**src/rtl/ram_port_sched_pkg.sv**
```systemverilog
// Shared definitions for the block-RAM port scheduler.
// Holds the default geometry (data/address width, requester count), the RAM
// read latency, the host starvation-guard limit and the FSM state encoding.
package ram_port_sched_pkg;

    localparam int SCHED_DW          = 16;  // RAM data width
    localparam int SCHED_AW          = 6;   // RAM address width (64 words)
    localparam int SCHED_NREQ        = 2;   // number of read requesters
    localparam int SCHED_RD_LAT      = 1;   // clocks from registered addr to valid dout
    localparam int SCHED_MAX_WSTREAK = 4;   // host grants allowed back-to-back while a reader waits

    typedef enum logic [1:0] {
        ST_IDLE  = 2'd0,
        ST_WRITE = 2'd1,
        ST_READ  = 2'd2
    } sched_state_t;

endpackage

```
**src/rtl/ram_port_sched_rr_arbiter.sv**
```systemverilog
// Round-robin arbiter for the read requesters.
// Ports:
//   req   - request vector, one bit per requester
//   ptr   - index of the most recently granted requester (owned by the parent)
//   grant - one-hot grant; the search starts at ptr+1 and wraps at NREQ
//   valid - at least one request present (grant is non-zero)
// Purely combinational.
module ram_port_sched_rr_arbiter
    import ram_port_sched_pkg::*;
#(
    parameter int NREQ = SCHED_NREQ,
    parameter int PW   = (NREQ > 1) ? $clog2(NREQ) : 1
) (
    input  logic [NREQ-1:0] req,
    input  logic [PW-1:0]   ptr,
    output logic [NREQ-1:0] grant,
    output logic            valid
);

    localparam int W2 = 2 * NREQ;

    logic [PW:0]     shamt;
    logic [W2-1:0]   req_dbl;
    logic [W2-1:0]   rot_full;
    logic [NREQ-1:0] rot;
    logic [NREQ-1:0] pick;
    logic [W2-1:0]   gnt_full;

    // Rotate the requests so that requester ptr+1 lands in bit 0, take the
    // lowest set bit, then rotate the one-hot result back. Duplicating the
    // vector turns the wrap-around into plain shifts.
    assign shamt    = {1'b0, ptr} + (PW+1)'(1);
    assign req_dbl  = {req, req};
    assign rot_full = req_dbl >> shamt;
    assign rot      = rot_full[NREQ-1:0];
    assign pick     = rot & (~rot + NREQ'(1));
    assign gnt_full = {{NREQ{1'b0}}, pick} << shamt;
    assign grant    = gnt_full[W2-1:NREQ] | gnt_full[NREQ-1:0];
    assign valid    = |req;

endmodule

```
**src/rtl/ram_port_sched.sv**
```systemverilog
// Scheduler for the single-port block RAM shared by the host loader (writes)
// and NREQ ALU-side readers.
// Ports:
//   c, rst                      - clock; asynchronous active-high reset
//   host_we/host_addr/host_din  - host write request (held until host_ack)
//   host_ack                    - one-cycle pulse, write issued to the RAM
//   rd_req/rd_addr              - per-requester read request, packed addresses
//   rd_ack                      - one-hot, one-cycle read grant
//   rd_valid/rd_data            - one-hot data-valid pulse; rd_data held until next read
//   busy                        - scheduler not idle
//   ram_we/ram_addr/ram_din     - RAM command (all registered)
//   ram_dout                    - RAM read data
// Host writes win arbitration unless readers have already been locked out for
// MAX_WSTREAK consecutive host grants. Every output is a register.
module ram_port_sched
    import ram_port_sched_pkg::*;
#(
    parameter int DW          = SCHED_DW,
    parameter int AW          = SCHED_AW,
    parameter int NREQ        = SCHED_NREQ,
    parameter int RD_LAT      = SCHED_RD_LAT,
    parameter int MAX_WSTREAK = SCHED_MAX_WSTREAK
) (
    input  logic               c,
    input  logic               rst,
    input  logic               host_we,
    input  logic [AW-1:0]      host_addr,
    input  logic [DW-1:0]      host_din,
    output logic               host_ack,
    input  logic [NREQ-1:0]    rd_req,
    input  logic [NREQ*AW-1:0] rd_addr,
    output logic [NREQ-1:0]    rd_ack,
    output logic [NREQ-1:0]    rd_valid,
    output logic [DW-1:0]      rd_data,
    output logic               busy,
    output logic               ram_we,
    output logic [AW-1:0]      ram_addr,
    output logic [DW-1:0]      ram_din,
    input  logic [DW-1:0]      ram_dout
);

    localparam int PW = (NREQ > 1) ? $clog2(NREQ) : 1;
    localparam int CW = $clog2(RD_LAT + 2);
    localparam int SW = $clog2(MAX_WSTREAK + 1);

    sched_state_t    state_reg, state_next;
    logic [PW-1:0]   ptr_reg, ptr_next;
    logic [SW-1:0]   wstreak_reg, wstreak_next;
    logic [CW-1:0]   cnt_reg, cnt_next;
    logic [NREQ-1:0] sel_reg, sel_next;       // requester whose read is in flight
    logic            host_ack_reg, host_ack_next;
    logic [NREQ-1:0] rd_ack_reg, rd_ack_next;
    logic [NREQ-1:0] rd_valid_reg, rd_valid_next;
    logic [DW-1:0]   rd_data_reg, rd_data_next;
    logic            busy_reg, busy_next;
    logic            ram_we_reg, ram_we_next;
    logic [AW-1:0]   ram_addr_reg, ram_addr_next;
    logic [DW-1:0]   ram_din_reg, ram_din_next;

    logic [NREQ-1:0] arb_grant;
    logic            arb_valid;
    logic [PW-1:0]   grant_idx;
    logic [AW-1:0]   grant_addr;
    logic [AW-1:0]   addr_slice [NREQ];
    logic            any_rd;
    logic            host_win;

    ram_port_sched_rr_arbiter #(
        .NREQ (NREQ),
        .PW   (PW)
    ) u_arb (
        .req   (rd_req),
        .ptr   (ptr_reg),
        .grant (arb_grant),
        .valid (arb_valid)
    );

    generate
        for (genvar gi = 0; gi < NREQ; gi++) begin : g_slice
            assign addr_slice[gi] = rd_addr[gi*AW +: AW];
        end
    endgenerate

    always_comb begin
        grant_idx  = '0;
        grant_addr = '0;
        for (int i = 0; i < NREQ; i++) begin
            if (arb_grant[i]) begin
                grant_idx  = PW'(i);
                grant_addr = addr_slice[i];
            end
        end
    end

    assign any_rd   = |rd_req;
    // Once the streak reaches the limit a waiting reader takes the next slot.
    assign host_win = host_we && (!any_rd || (wstreak_reg < SW'(MAX_WSTREAK)));

    always_comb begin
        state_next    = state_reg;
        ptr_next      = ptr_reg;
        wstreak_next  = wstreak_reg;
        cnt_next      = cnt_reg;
        sel_next      = sel_reg;
        host_ack_next = 1'b0;
        rd_ack_next   = '0;
        rd_valid_next = '0;
        rd_data_next  = rd_data_reg;
        ram_we_next   = ram_we_reg;
        ram_addr_next = ram_addr_reg;
        ram_din_next  = ram_din_reg;

        case (state_reg)
            ST_IDLE: begin
                ram_we_next = 1'b0;
                if (host_win) begin
                    state_next    = ST_WRITE;
                    ram_we_next   = 1'b1;
                    ram_addr_next = host_addr;
                    ram_din_next  = host_din;
                    host_ack_next = 1'b1;
                    if (!any_rd) begin
                        wstreak_next = '0;
                    end else if (wstreak_reg != SW'(MAX_WSTREAK)) begin
                        wstreak_next = wstreak_reg + 1'b1;
                    end
                end else if (arb_valid) begin
                    state_next    = ST_READ;
                    ram_addr_next = grant_addr;
                    rd_ack_next   = arb_grant;
                    ptr_next      = grant_idx;
                    wstreak_next  = '0;
                    cnt_next      = '0;
                    sel_next      = arb_grant;
                end
            end
            ST_WRITE: begin
                ram_we_next = 1'b0;
                state_next  = ST_IDLE;
            end
            ST_READ: begin
                // First READ cycle sees cnt=0; dout is sampled RD_LAT+1
                // edges after the address was registered.
                if (cnt_reg == CW'(RD_LAT)) begin
                    rd_data_next  = ram_dout;
                    rd_valid_next = sel_reg;
                    state_next    = ST_IDLE;
                end else begin
                    cnt_next = cnt_reg + 1'b1;
                end
            end
            default: begin
                state_next = ST_IDLE;
            end
        endcase

        busy_next = (state_next != ST_IDLE);
    end

    always_ff @(posedge c or posedge rst) begin
        if (rst) begin
            state_reg    <= ST_IDLE;
            ptr_reg      <= PW'(NREQ - 1);
            wstreak_reg  <= '0;
            cnt_reg      <= '0;
            sel_reg      <= '0;
            host_ack_reg <= 1'b0;
            rd_ack_reg   <= '0;
            rd_valid_reg <= '0;
            rd_data_reg  <= '0;
            busy_reg     <= 1'b0;
            ram_we_reg   <= 1'b0;
            ram_addr_reg <= '0;
            ram_din_reg  <= '0;
        end else begin
            state_reg    <= state_next;
            ptr_reg      <= ptr_next;
            wstreak_reg  <= wstreak_next;
            cnt_reg      <= cnt_next;
            sel_reg      <= sel_next;
            host_ack_reg <= host_ack_next;
            rd_ack_reg   <= rd_ack_next;
            rd_valid_reg <= rd_valid_next;
            rd_data_reg  <= rd_data_next;
            busy_reg     <= busy_next;
            ram_we_reg   <= ram_we_next;
            ram_addr_reg <= ram_addr_next;
            ram_din_reg  <= ram_din_next;
        end
    end

    assign host_ack = host_ack_reg;
    assign rd_ack   = rd_ack_reg;
    assign rd_valid = rd_valid_reg;
    assign rd_data  = rd_data_reg;
    assign busy     = busy_reg;
    assign ram_we   = ram_we_reg;
    assign ram_addr = ram_addr_reg;
    assign ram_din  = ram_din_reg;

endmodule

```
**config.mk**
```make
export PLATFORM = sky130hd
export DESIGN_NAME = ram_port_sched
export DESIGN_NICKNAME = d
export VERILOG_FILES = /design/src/rtl/ram_port_sched_pkg.sv /design/src/rtl/ram_port_sched_rr_arbiter.sv /design/src/rtl/ram_port_sched.sv
export SDC_FILE = /design/constraint.sdc
export NUM_CORES = 1
export LEC_CHECK = 0
export ABC_CLOCK_PERIOD_IN_PS = 2200
export CORE_UTILIZATION = 40
export DETAILED_ROUTE_END_ITERATION = 7
export DONT_BUFFER_PORTS = 1
export GPL_TIMING_DRIVEN = 0
export PLACE_DENSITY_LB_ADDON = 0.15
export SYNTH_ARGS = -nofsm -noshare
export SYNTH_HDL_FRONTEND = slang
export SYNTH_SLANG_ARGS = --single-unit
```
**constraint.sdc**
```tcl
create_clock -name c -period 2.2 [get_ports c]
set_input_delay 0.22 -clock c [delete_from_list [all_inputs] [get_ports c]]
set_output_delay 0.22 -clock c [all_outputs]
set_load 0.02 [all_outputs]
```
==> results by group <==
Run status
  • Outcome: completed

Synth
  • Syn avg cell area: 13.73 um2
  • Share of the synthesized area in the top cell type: 60.03%
  • Cells after synthesis: 164
  • Post-synth ARST share: 100.0%
  • Number of synthesized flops with an enable pin: 0
  • Post-synth top area cell: dfrtp_1
  • Distinct cells, synth: 32
  • Count leader, synth: dfrtp_1
  • Seq/Total Area, Yosys: 61.20%
  • Ys Warns: 0
  • Synth Register Bits: 55
  • Top cells by count, synth: dfrtp_1 (54), mux2_2 (24), nand2_1 (11), nor2_1 (11), inv_1 (9)
  • Mapped Nets: 222
  • Mapped Area: 2251 um2
  • Synth top area cells: dfrtp_1 (60%), mux2_2 (12%), mux2_4 (5.3%)
  • Ys flop type: dfrtp_1

Worst setup path
  • Crit path cell chain: ha_1 -> nand3b_1 -> buf_2 -> mux2_2
  • Kind of critical path: flip-flop to flip-flop
  • CP peak stage delay: 0.42 ns
  • Worst-path fanout max: 10
  • Worst EP required: 2.39 ns
  • Worst reg-to-reg setup slack: 0.42 ns
  • CP Launch Type: flip-flop
  • Worst EP arrival: 1.97 ns
  • Crit path capture type: flip-flop
  • CP max-delay cell: dfrtp_1

Floorplanning
  • Die area: 5931 um2
  • Row cnt: 26
  • Core area: 5270 um2
  • Io pins: 100
  • Die width: 77.02 um
  • Initial Utilization: 42.71%
  • Die H: 77.02 um

STA
  • Final period utilization: 80.91%
  • Slew Viols, Final: 0
  • Worst slew margin: 60.45%
  • Final Hold Fails: 0
  • RSZ-0062 raised after global routing: no
  • Worst-margin pin slew: 0.5920 ns
  • Fmax: 0.5618 GHz
  • Final Critical Period: 1.780 ns
  • Setup TNS Final: 0 ns
  • Setup Skew: 0.008179 ns
  • Finish-stage setup viols: 0

Power and ir drop
  • Total power: 3.873 mW
  • Clock power frac: 16.8%
  • Pleak: 1.107 nW
  • Sw frac: 39.77%
  • Pwr Density: 1565 nW/um2
  • P_sw: 1.540 mW
  • Maximum VDD drop: 0.5628 mV
  • Comb power frac: 24.0%
  • Pint: 2.333 mW
  • Reg power frac: 59.2%

Hold path
  • Worst hold-check path type: input pin to flip-flop

Finish
  • # nets final: 231
  • Fin area: 2475 um2
  • Synth-to-layout area growth: 9.950%
  • Final std cells w/o fill: 243
  • Share of post-route cells with drive strength above 1: 29.48%
  • # fillers: 481
  • Reg area: 1378 um2
  • Diodes inserted: 0
  • Area of the multi-input gates: 797.0 um2

GRT
  • Global-route wire length before repair: 6837 um
  • Initial antenna violation count: 0
  • Total grt overflow: 0
  • Vias in the first global route: 1,393
  • Largest net degree at the start of global routing: 46
  • GRT Util Overall: 15.03%

Drt
  • Routed length per instance: 17.82 um
  • Drt initial violations: 74
  • TritonRoute pass-1 iters: 4
  • Via density: 5.350
  • Routed vias: 1,300
  • Post-route DRC violation count: 0
  • DRT Wirelength: 4330 um
  • Remaining antenna violation count: 0

Clock network
  • Clk sink count: 55
  • Clock latency on the worst-skew pair: 0.30 ns
  • Setup bufs post-CTS: 0
  • Clk root buf: clkbuf_8
  • CTS H-tree depth: 2
  • CTS tree: done
  • PostCTS Resize Cnt: 0
  • Clk buf depth: 2
  • Clk pin slew, worst setup/hold paths: 0.10 ns
  • CTS hold repair buffers: 1
  • Cts bufs inserted: 5

Place
  • Detailed Place HPWL: 3195 um
  • Inst Count DP: 235
  • Placement Cell Area: 2359 um2
  • Routability Congestion: 0.7654
  • Port buffer count: 0

Flow run
  • Max-cap violations: 0
[metal layers]
| metal | wire, um | up-vias | global-route usage, % |
|---|---|---|---|
| li1 | - | 586 | - |
| met1 | 1710 | 638 | 18.12 |
| met2 | 2264 | 74 | 25.27 |
| met3 | 332 | 2 | 4.881 |
| met4 | 23 | 0 | 5.094 |
| met5 | 0 | - | 0 |
[critical path, delay by kind of cell (launching register included)]
kind	cells	cell delay, ns
flops	1	0.42
mux	1	0.37
simple gates	1	0.34
buf+inv	1	0.32
fa+ha+maj	1	0.22
[power groups by stage]
stage                     Combinational [mW]  Sequential [mW]  Clock, mW
final                                  0.930             2.29      0.652
after global routing                    1.04             2.34      0.722
after CTS                              0.950             2.30      0.670
after detailed placement               0.953             2.30          0
after global placement                 0.872             2.29          0
after floorplan                        0.790             2.21          0
[path summary, 6_finish.rpt]
| check | startpoint | endpoint | cells after the start |
|---|---|---|---|
| min reg2reg | sel_reg[0]$_DFFE_PP0P_ | sel_reg[0]$_DFFE_PP0P_ | 1 |
| min | host_din[0] | ram_din[0]$_DFFE_PP0P_ | 1 |
| max reg2reg | cnt_reg[0]$_DFFE_PP0P_ | rd_data[9]$_DFFE_PP0P_ | 4 |
| max in group asynchronous | rst | ptr_reg$_DFFE_PP1P_ | 3 |
| max | cnt_reg[0]$_DFFE_PP0P_ | rd_data[9]$_DFFE_PP0P_ | 4 |
| min in group asynchronous | rst | rd_data[3]$_DFFE_PP0P_ | 2 |
[area by class of cell]
class                           count  share of cell area (%)
Buffer                              4                   1.365
Inverter                           10                   1.719
Clock inverter                      2                   1.517
Sequential cell                    55                   55.66
Tap cell                           70                   3.539
Multi-Input combinational cell     95                   32.20
Clock buffer                        5                   2.781
Timing Repair Buffer                2                   1.213
[metrics by stage]
step                      hold slack (ns)  setup slack, ns  utilization [%]
after CTS                         0.04493           0.3779            46.96
after floorplan                    0.3681           0.6376                -
after global placement             0.3700           0.2116            44.37
after global routing              0.02799           0.2928            46.96
final                             0.05593           0.4200            46.96
after detailed placement          0.04641           0.3956            44.75
[logic make-up (layout without fill, tap and decap cells)]
kind of cell             count (synthesis)  in the layout  synth area share, %
flip-flops                              55             55                61.20
AO/OA/AOI/OAI                           27             27                9.060
adder cells (fa/ha/maj)                  3              3                1.668
AND/OR/NAND/NOR                         32             32                6.893
buffers and inverters                   14             23                3.391
multiplexers                            33             33                17.79
[placed cells by master, fill, tap and decap left out]
cell / count
a21boi_1: 1
nor2_2: 1
dfstp_2: 1
nand2_4: 1
clkbuf_8: 5
mux2i_1: 1
clkinv_4: 1
a21o_1: 2
ha_1: 3
or3b_2: 1
o211ai_1: 2
a32o_1: 1
nand3b_1: 1
nor2b_1: 2
buf_2: 2
o21ai_1: 2
clkinvlp_4: 1
a221oi_1: 6
dlygate4sd3_1: 1
o21ai_0: 3
nand2b_1: 1
a21oi_4: 1
inv_2: 1
nand3_1: 1
o31ai_1: 7
mux2_4: 8
clkbuf_1: 1
nor2_1: 11
inv_1: 8
buf_12: 2
mux2_2: 24
bufinv_16: 1
a21oi_1: 2
or2_4: 1
nand2_1: 11
dfrtp_1: 54
and2_0: 1
(Power assumes the default switching activity.)
